==> src/rtl/stream_rr_arbiter.sv <==
// Round-robin valid/ready arbiter with a single registered output stage.
// Optional packet lock on in_last when STREAM_ARB_LAST_LOCK_EN is defined.
module stream_rr_arbiter #(
   parameter int width = 4,
   parameter int n_req = 4,
   localparam int id_w = $clog2(n_req)
) (
   input  logic                   clk,
   input  logic                   rst,
   input  logic [n_req-1:0]       in_valid,
   output logic [n_req-1:0]       in_ready,
   input  logic [n_req*width-1:0] in_data,
   input  logic [n_req-1:0]       in_last,
   output logic                   out_valid,
   input  logic                   out_ready,
   output logic [width-1:0]       out_data,
   output logic                   out_last,
   output logic [id_w-1:0]        out_id
);

   localparam int sw = id_w + 1;

   logic [id_w-1:0]  ptr;
   logic [id_w-1:0]  gid;
   logic [id_w-1:0]  next_ptr;
   logic [sw-1:0]    idx;
   logic             found;
   logic             load_ok;
   logic             accept;
   logic [n_req-1:0] grant;
   logic [width-1:0] sel_data;
   logic             sel_last;

`ifdef STREAM_ARB_LAST_LOCK_EN
   logic             lock;
   logic [id_w-1:0]  lock_id;
`endif

   assign load_ok = ~out_valid | out_ready;

   // Scan from ptr with explicit modulo wrap so non-power-of-two n_req works.
   always_comb begin
      found = 1'b0;
      gid   = '0;
      idx   = '0;
      for (int unsigned k = 0; k < n_req; k++) begin
         idx = {1'b0, ptr} + sw'(k);
         if (idx >= sw'(n_req))
            idx = idx - sw'(n_req);
         if (!found && in_valid[idx[id_w-1:0]]) begin
            found = 1'b1;
            gid   = idx[id_w-1:0];
         end
      end
`ifdef STREAM_ARB_LAST_LOCK_EN
      if (lock) begin
         found = in_valid[lock_id];
         gid   = lock_id;
      end
`endif
   end

   always_comb begin
      grant    = '0;
      sel_data = '0;
      if (found)
         grant[gid] = 1'b1;
      for (int unsigned i = 0; i < n_req; i++) begin
         if (gid == id_w'(i))
            sel_data = in_data[i*width +: width];
      end
   end

   assign sel_last = in_last[gid];
   assign in_ready = grant & {n_req{load_ok & ~rst}};
   assign accept   = found & load_ok & ~rst;
   assign next_ptr = (gid == id_w'(n_req - 1)) ? '0 : gid + 1'b1;

   always_ff @(posedge clk) begin
      if (rst) begin
         out_valid <= 1'b0;
         out_data  <= '0;
         out_last  <= 1'b0;
         out_id    <= '0;
         ptr       <= '0;
`ifdef STREAM_ARB_LAST_LOCK_EN
         lock      <= 1'b0;
         lock_id   <= '0;
`endif
      end else begin
         if (accept) begin
            out_valid <= 1'b1;
            out_data  <= sel_data;
            out_last  <= sel_last;
            out_id    <= gid;
`ifdef STREAM_ARB_LAST_LOCK_EN
            lock      <= ~sel_last;
            lock_id   <= gid;
            if (sel_last)
               ptr <= next_ptr;
`else
            ptr       <= next_ptr;
`endif
         end else if (out_ready) begin
            out_valid <= 1'b0;
         end
      end
   end

endmodule

==> config.mk <==
export PLATFORM = sky130hd
export DESIGN_NAME = stream_rr_arbiter
export DESIGN_NICKNAME = d
export VERILOG_FILES = /design/src/rtl/stream_rr_arbiter.sv
export SDC_FILE = /design/constraint.sdc
export NUM_CORES = 1
export LEC_CHECK = 0
export ABC_AREA = 0
export CAP_MARGIN = 10
export CORE_AREA = 4 4 47 49
export CTS_CLUSTER_DIAMETER = 30
export DETAILED_ROUTE_END_ITERATION = 6
export DIE_AREA = 0 0 51 53
export PLACE_DENSITY = 0.79
export SYNTH_ARGS = -nofsm -noshare
export SYNTH_HDL_FRONTEND = slang
export SYNTH_SLANG_ARGS = --single-unit
==> constraint.sdc <==
create_clock -name clk -period 4.3 [get_ports clk]
set_input_delay 0.86 -clock clk [delete_from_list [all_inputs] [get_ports clk]]
set_output_delay 0.86 -clock clk [all_outputs]
set_load 0.02 [all_outputs]
* Yosys cells after proc, flatten, opt, wreduce, memory -nomap -nowiden
Cells that the tools add are included.
Storage, ports and cells: flip-flop bits (word level) 10, memories kept 0, bits in latches 0, output and inout port bits 12, input port bits 27, bits in read-only memories 0, memory bits (writable) 0, word-level logic and storage cells 74
Operators by class: reduce and logical (&&, ||, !) cells 9, div/mod/pow operators 0, bitwise operators 7, multiply operators 0, magnitude comparators 10, $add $sub $neg 8, mux-type cells 32, equal/unequal tests 3, shift-type cells 0
Operators by type and width (count):
- 2-to-1 mux 4 bit | 5
- 2-to-1 mux 2 bit | 9
- less-than comparator 2 x 3 -> 1 bit, second input constant | 5
- 2-to-1 mux 1 bit | 12
- binary-select mux 1 bit (select 2 bit) | 5
- greater-or-equal comparator 3 bit, second input constant | 3
- subtractor 2 x 1 -> 2 bit, second input constant | 4
- adder 2 x 2 -> 3 bit, second input constant | 2
- bitwise AND 4 bit | 1
- equality test 2 bit, second input constant | 2
- logical AND 1 bit | 4
- adder 2 x 1 -> 3 bit, second input constant | 1
- bitwise AND 1 bit | 3
- greater-or-equal comparator 2 x 3 -> 1 bit, second input constant | 1
- logical NOT 1 bit | 3
- adder 2 x 1 -> 2 bit, second input constant | 1
- demux 1 bit (select 2 bit) | 1
- equality test 2 x 1 -> 1 bit, second input constant | 1
- greater-or-equal comparator 2 x 1 -> 1 bit, second input constant | 1
- logical NOT 2 bit | 1
- inverter 1 bit | 2
- nonzero test 2 bit | 1
- OR 1 bit | 1

* Logic depth before layout (Yosys ltp)
depth after elaboration 20, mapped depth 10, gate-level depth less buffers 10

* Worst setup path before layout
No wires, ideal clock.
path type input-to-output, start point input in_valid[2], end point output in_ready[3], data arrival time 2.031 ns, cell stages on the path 6, path buffers 1, setup slack 1.409 ns, required time 3.440 ns, cell sequence mux2i_1 -> o22ai_1 -> nor2_1 -> ha_1 -> buf_1 -> and2_1
Between the ends: word-level cells in the longest chain between the ends 18, elaborated cells between the ends (all ways) 29, classes of those cells order compare: 2; mux: 19; bitwise: 1; reduce/logical: 7
RTL lines:
- start, declared | RTL line 10 | input logic [n_req-1:0] in_valid,
- binary-select mux 1 bit (select 2 bit) | RTL line 50 | if (!found && in_valid[idx[id_w-1:0]]) begin
- 2-to-1 mux 1 bit (implied by the code) | RTL line 50
- 2-to-1 mux 1 bit | RTL line 50
- logical NOT 1 bit | RTL line 50
- logical AND 1 bit | RTL line 50
- 2-to-1 mux 1 bit | RTL line 50
- logical NOT 1 bit | RTL line 50
- logical AND 1 bit | RTL line 50
- [3 not listed]
- 2-to-1 mux 2 bit (*) | RTL line 50
- named net gid[0] | RTL line 24 | logic [id_w-1:0] gid;
- less-than comparator 2 x 3 -> 1 bit (implied by the code) or greater-or-equal comparator 2 x 1 -> 1 bit (tied branches) | RTL line 67 | grant[gid] = 1'b1;
- logical AND 1 bit (implied by the code) | RTL line 67
- 2-to-1 mux 1 bit (implied by the code) | RTL line 67
- demux 1 bit (select 2 bit) (*) | RTL line 67
- 2-to-1 mux 4 bit (*) | RTL line 66 | if (found)
- bitwise AND 4 bit (*) | RTL line 75 | assign in_ready = grant & {n_req{load_ok & ~rst}};
- end, declared | RTL line 11 | output logic [n_req-1:0] in_ready,
The timed path passes the listed nets; every way through them passes the cells marked *. The select of a mux whose other input is x is not followed.

* Final worst setup path
start point input in_valid[0], end point output in_ready[2]
The elaborated chain is that of the path after synthesis.

==> metrics.md <==
| Metric | Value |
|---|---|
| Detail Placement HPWL | 1.533 mm |
| Hold Crit Depth | 2 |
| # H-tree levels | 1 |
| P&R area growth vs syn | 65.30% |
| Largest stage delay on the critical path | ~0.53 ns |
| TritonCTS Sinks | 10 |
| Fin crit share | 0.9372 |
| Remaining DRCs | 0 |
| Slew margin rel. | 0.6783 |
| Die Span X | 51 um |
| Leakage | 0.4193 nW |
| Max Fclk | 248.1 MHz |
| Clk pin slew, worst setup/hold paths | 0.07 ns |
| Final Critical Period | between 4 and 5 ns |
| Fin cells | approximately 150 |
| Worst Path Required | roughly 3.4 ns |
| Total grt overflow | 0 |
| Post-CTS Setup Bufs | 0 |
| Vias in the first global route | 718 |
| Result of the run | finished, final reports clean |
| Post-synthesis sequential area ratio | 0.2985 |
| DRT antenna net count | 0 |
| Max-Cap Viols | 0 |
| Core area | 1862 um^2 |
| Reg2reg path depth | 10 |
| DR iter-0 viols | 3 |
| Largest net degree at the start of global routing | 17 |
| Share of layout cells above drive strength 1 | 0.05785 |
| Post-CTS Hold Buffers | 0 |
| Worst setup path category | in -> out |
| Wire per inst | 12.89 um |
| Antenna diodes | 0 |
| Final Max Slew Viols | 0 |
| Worst EP arrival | 3.17 ns |
| CTS root buf | clkbuf_4 |
| Final setup fails | 0 |
| Rows | 16 |
| Synth Instances | just over 80 |
| #FFs+latches synth | 10 |
| Netlist cell types | 28 |
| Crit-path cells | clkdlybuf4s50_1, mux2i_1, o22ai_1, nor2_1, inv_1, ha_1, and2_1, clkdlybuf4s50_1 |
| 1st-pass router iterations | 3 |
| Levels on crit path | 8 |
| Worst skew pair latency | 0.26 ns |
| Ys Warns | 0 |
| Post-Route WL | roughly 1.9 mm |
| TritonCTS clock tree | yes |
| Worst Path Buf+Inv | 3 |
| CP max stage cell | clkdlybuf4s50_1 |
| Hold Path Class | reg -> reg |
| RSZ-0062 raised after global routing | no |
| Placer congestion estimate | 0.7720 |
| CP max FO | 9 |
| Die H | 53 um |
| Initial antenna violation count | 0 |
| P per Cell Area | 342.2 nW/um^2 |
| Initial Util | 0.3602 |
| Synth Net Count | 113 |
| Syn_area_per_cell | ~8.2 um^2 |
| Slew @ Worst Pin | 0.4826 ns |
| Setup Skew | a little under 0.0003 ns |
| DR vias | 741 |
| Cts bufs inserted | 3 |
| Final #Nets | around 150 |
| Clk buf depth | 2 |
| Worst VDD drop | 0.1799 mV |
| Netlist Area Pre-Place | 670.6 um^2 |
| Via density | 5.007 |
| Setup TNS | 0 ns |
| Full die area | 2703 um^2 |
| Final Hold Viols | 0 |
| CP delay by family, top | buffers and inverters |
| First-pass GRT wire length | 3.042 mm |
| Post-CTS sizing | 0 |
| Placed Cells | 144 |
| Worst setup SP type | primary input |
| I/O Pins | 39 |
| Most used cell, CP | clkdlybuf4s50_1 |
| Critical path endpoint category | primary output |
| GRT Util Overall | 0.1445 |
| Port Buffers | 38 |
[tightest hold or removal path, cell delays in order (launching register included)]
cell,delay (ns)
dfxtp_1,0.33
nand3b_1,0.07
o21ai_0,0.06
[synth_stat cells]
cell | count | area (um^2)
a211oi_1 | 1 | 7.510
nor3_1 | 4 | 20.02
nor2b_1 | 6 | 37.54
or3_1 | 1 | 6.260
mux2i_1 | 3 | 30.03
and3b_1 | 1 | 8.760
nand2b_1 | 1 | 6.260
a21oi_1 | 7 | 35.03
inv_1 | 2 | 7.510
nor4_1 | 1 | 6.260
o22ai_1 | 2 | 12.51
a211o_1 | 1 | 8.760
and2_1 | 4 | 25.02
buf_4 | 1 | 7.510
ha_1 | 4 | 50.05
nor2_1 | 3 | 11.26
nand2_1 | 4 | 15.01
o21ai_0 | 8 | 40.04
buf_2 | 1 | 5.000
clkbuf_1 | 1 | 3.750
nand3b_1 | 8 | 60.06
a221oi_1 | 3 | 26.28
or3b_1 | 1 | 8.760
o21a_1 | 1 | 7.510
buf_1 | 1 | 3.750
o311ai_2 | 1 | 16.27
dfxtp_1 | 10 | 200.2
inv_2 | 1 | 3.750
[sequential cells by signal, indices dropped and copies added, names as in the netlist]
name / count
out_data: 4
out_id: 2
ptr: 2
out_last: 1
out_valid: 1
[power by group]
part           internal [mW]  total (mW)  switching (mW)
Combinational         0.0883       0.173          0.0849
Clock                 0.0513      0.0861          0.0348
Sequential             0.109       0.120          0.0110
Total                  0.249       0.379           0.131
[metal layers]
layer	global-route usage	vias to the layer above	part of all wire
li1	-	377	-
met1	0.1766	346	0.44
met2	0.2597	16	0.51
met3	0.03099	2	0.043
met4	0.02691	0	0.0089
met5	0	-	0
[metrics by stage]
step | worst slack (ns) | cell area, um^2 | hold slack (ns) | utilization | power [mW]
CTS | 0.2576 | 1109 | 0.4935 | 0.5954 | 0.3806
finish | 0.2698 | 1109 | 0.4895 | 0.5954 | 0.3794
detailed placement | 0.2777 | 1072 | 0.4727 | 0.5759 | 0.2941
floorplan | 1.409 | 670.6 | 0.4908 | - | 0.2179
global route | 0.1056 | 1109 | 0.5153 | 0.5954 | 0.4047
global placement | 0.3190 | 1072 | 0.4683 | 0.5759 | 0.2895
[final timing paths]
kind / startpoint / end / slack, ns
max: in_valid[0] / in_ready[2] / 0.27
min: out_data[2] / out_data[2] / 0.49
max reg2reg: ptr[1] / out_data[0] / 1.84
min reg2reg: out_data[2] / out_data[2] / 0.49
[layout make-up]
type,count,area [um^2]
inverter,3,11.26
fill,181,753.2
clock buffer,4,36.28
sequential,10,200.2
multi-input combinational,65,439.2
tap,27,33.78
timing repair buffer,39,387.9
[cell families (layout without fill, tap and decap cells)]
group	Yosys count	in the layout	synth area share
AOI/OAI and AO/OA	24	24	0.2295
muxes	3	3	0.04478
and+or+nand+nor	34	34	0.3060
buffers and inverters	7	46	0.04663
adders and majority gates	4	4	0.07463
DFF	10	10	0.2985
[placed cells by master, fill, tap and decap left out, types with 4 or more instances in the layout]
master / count
nor3_1: 4
nand2_1: 4
a21oi_1: 7
dfxtp_1: 10
and2_1: 4
o21ai_0: 8
nand3b_1: 8
ha_1: 4
clkdlybuf4s50_1: 38
nor2b_1: 6
Note: power is estimated with default switching activity, not from simulation.
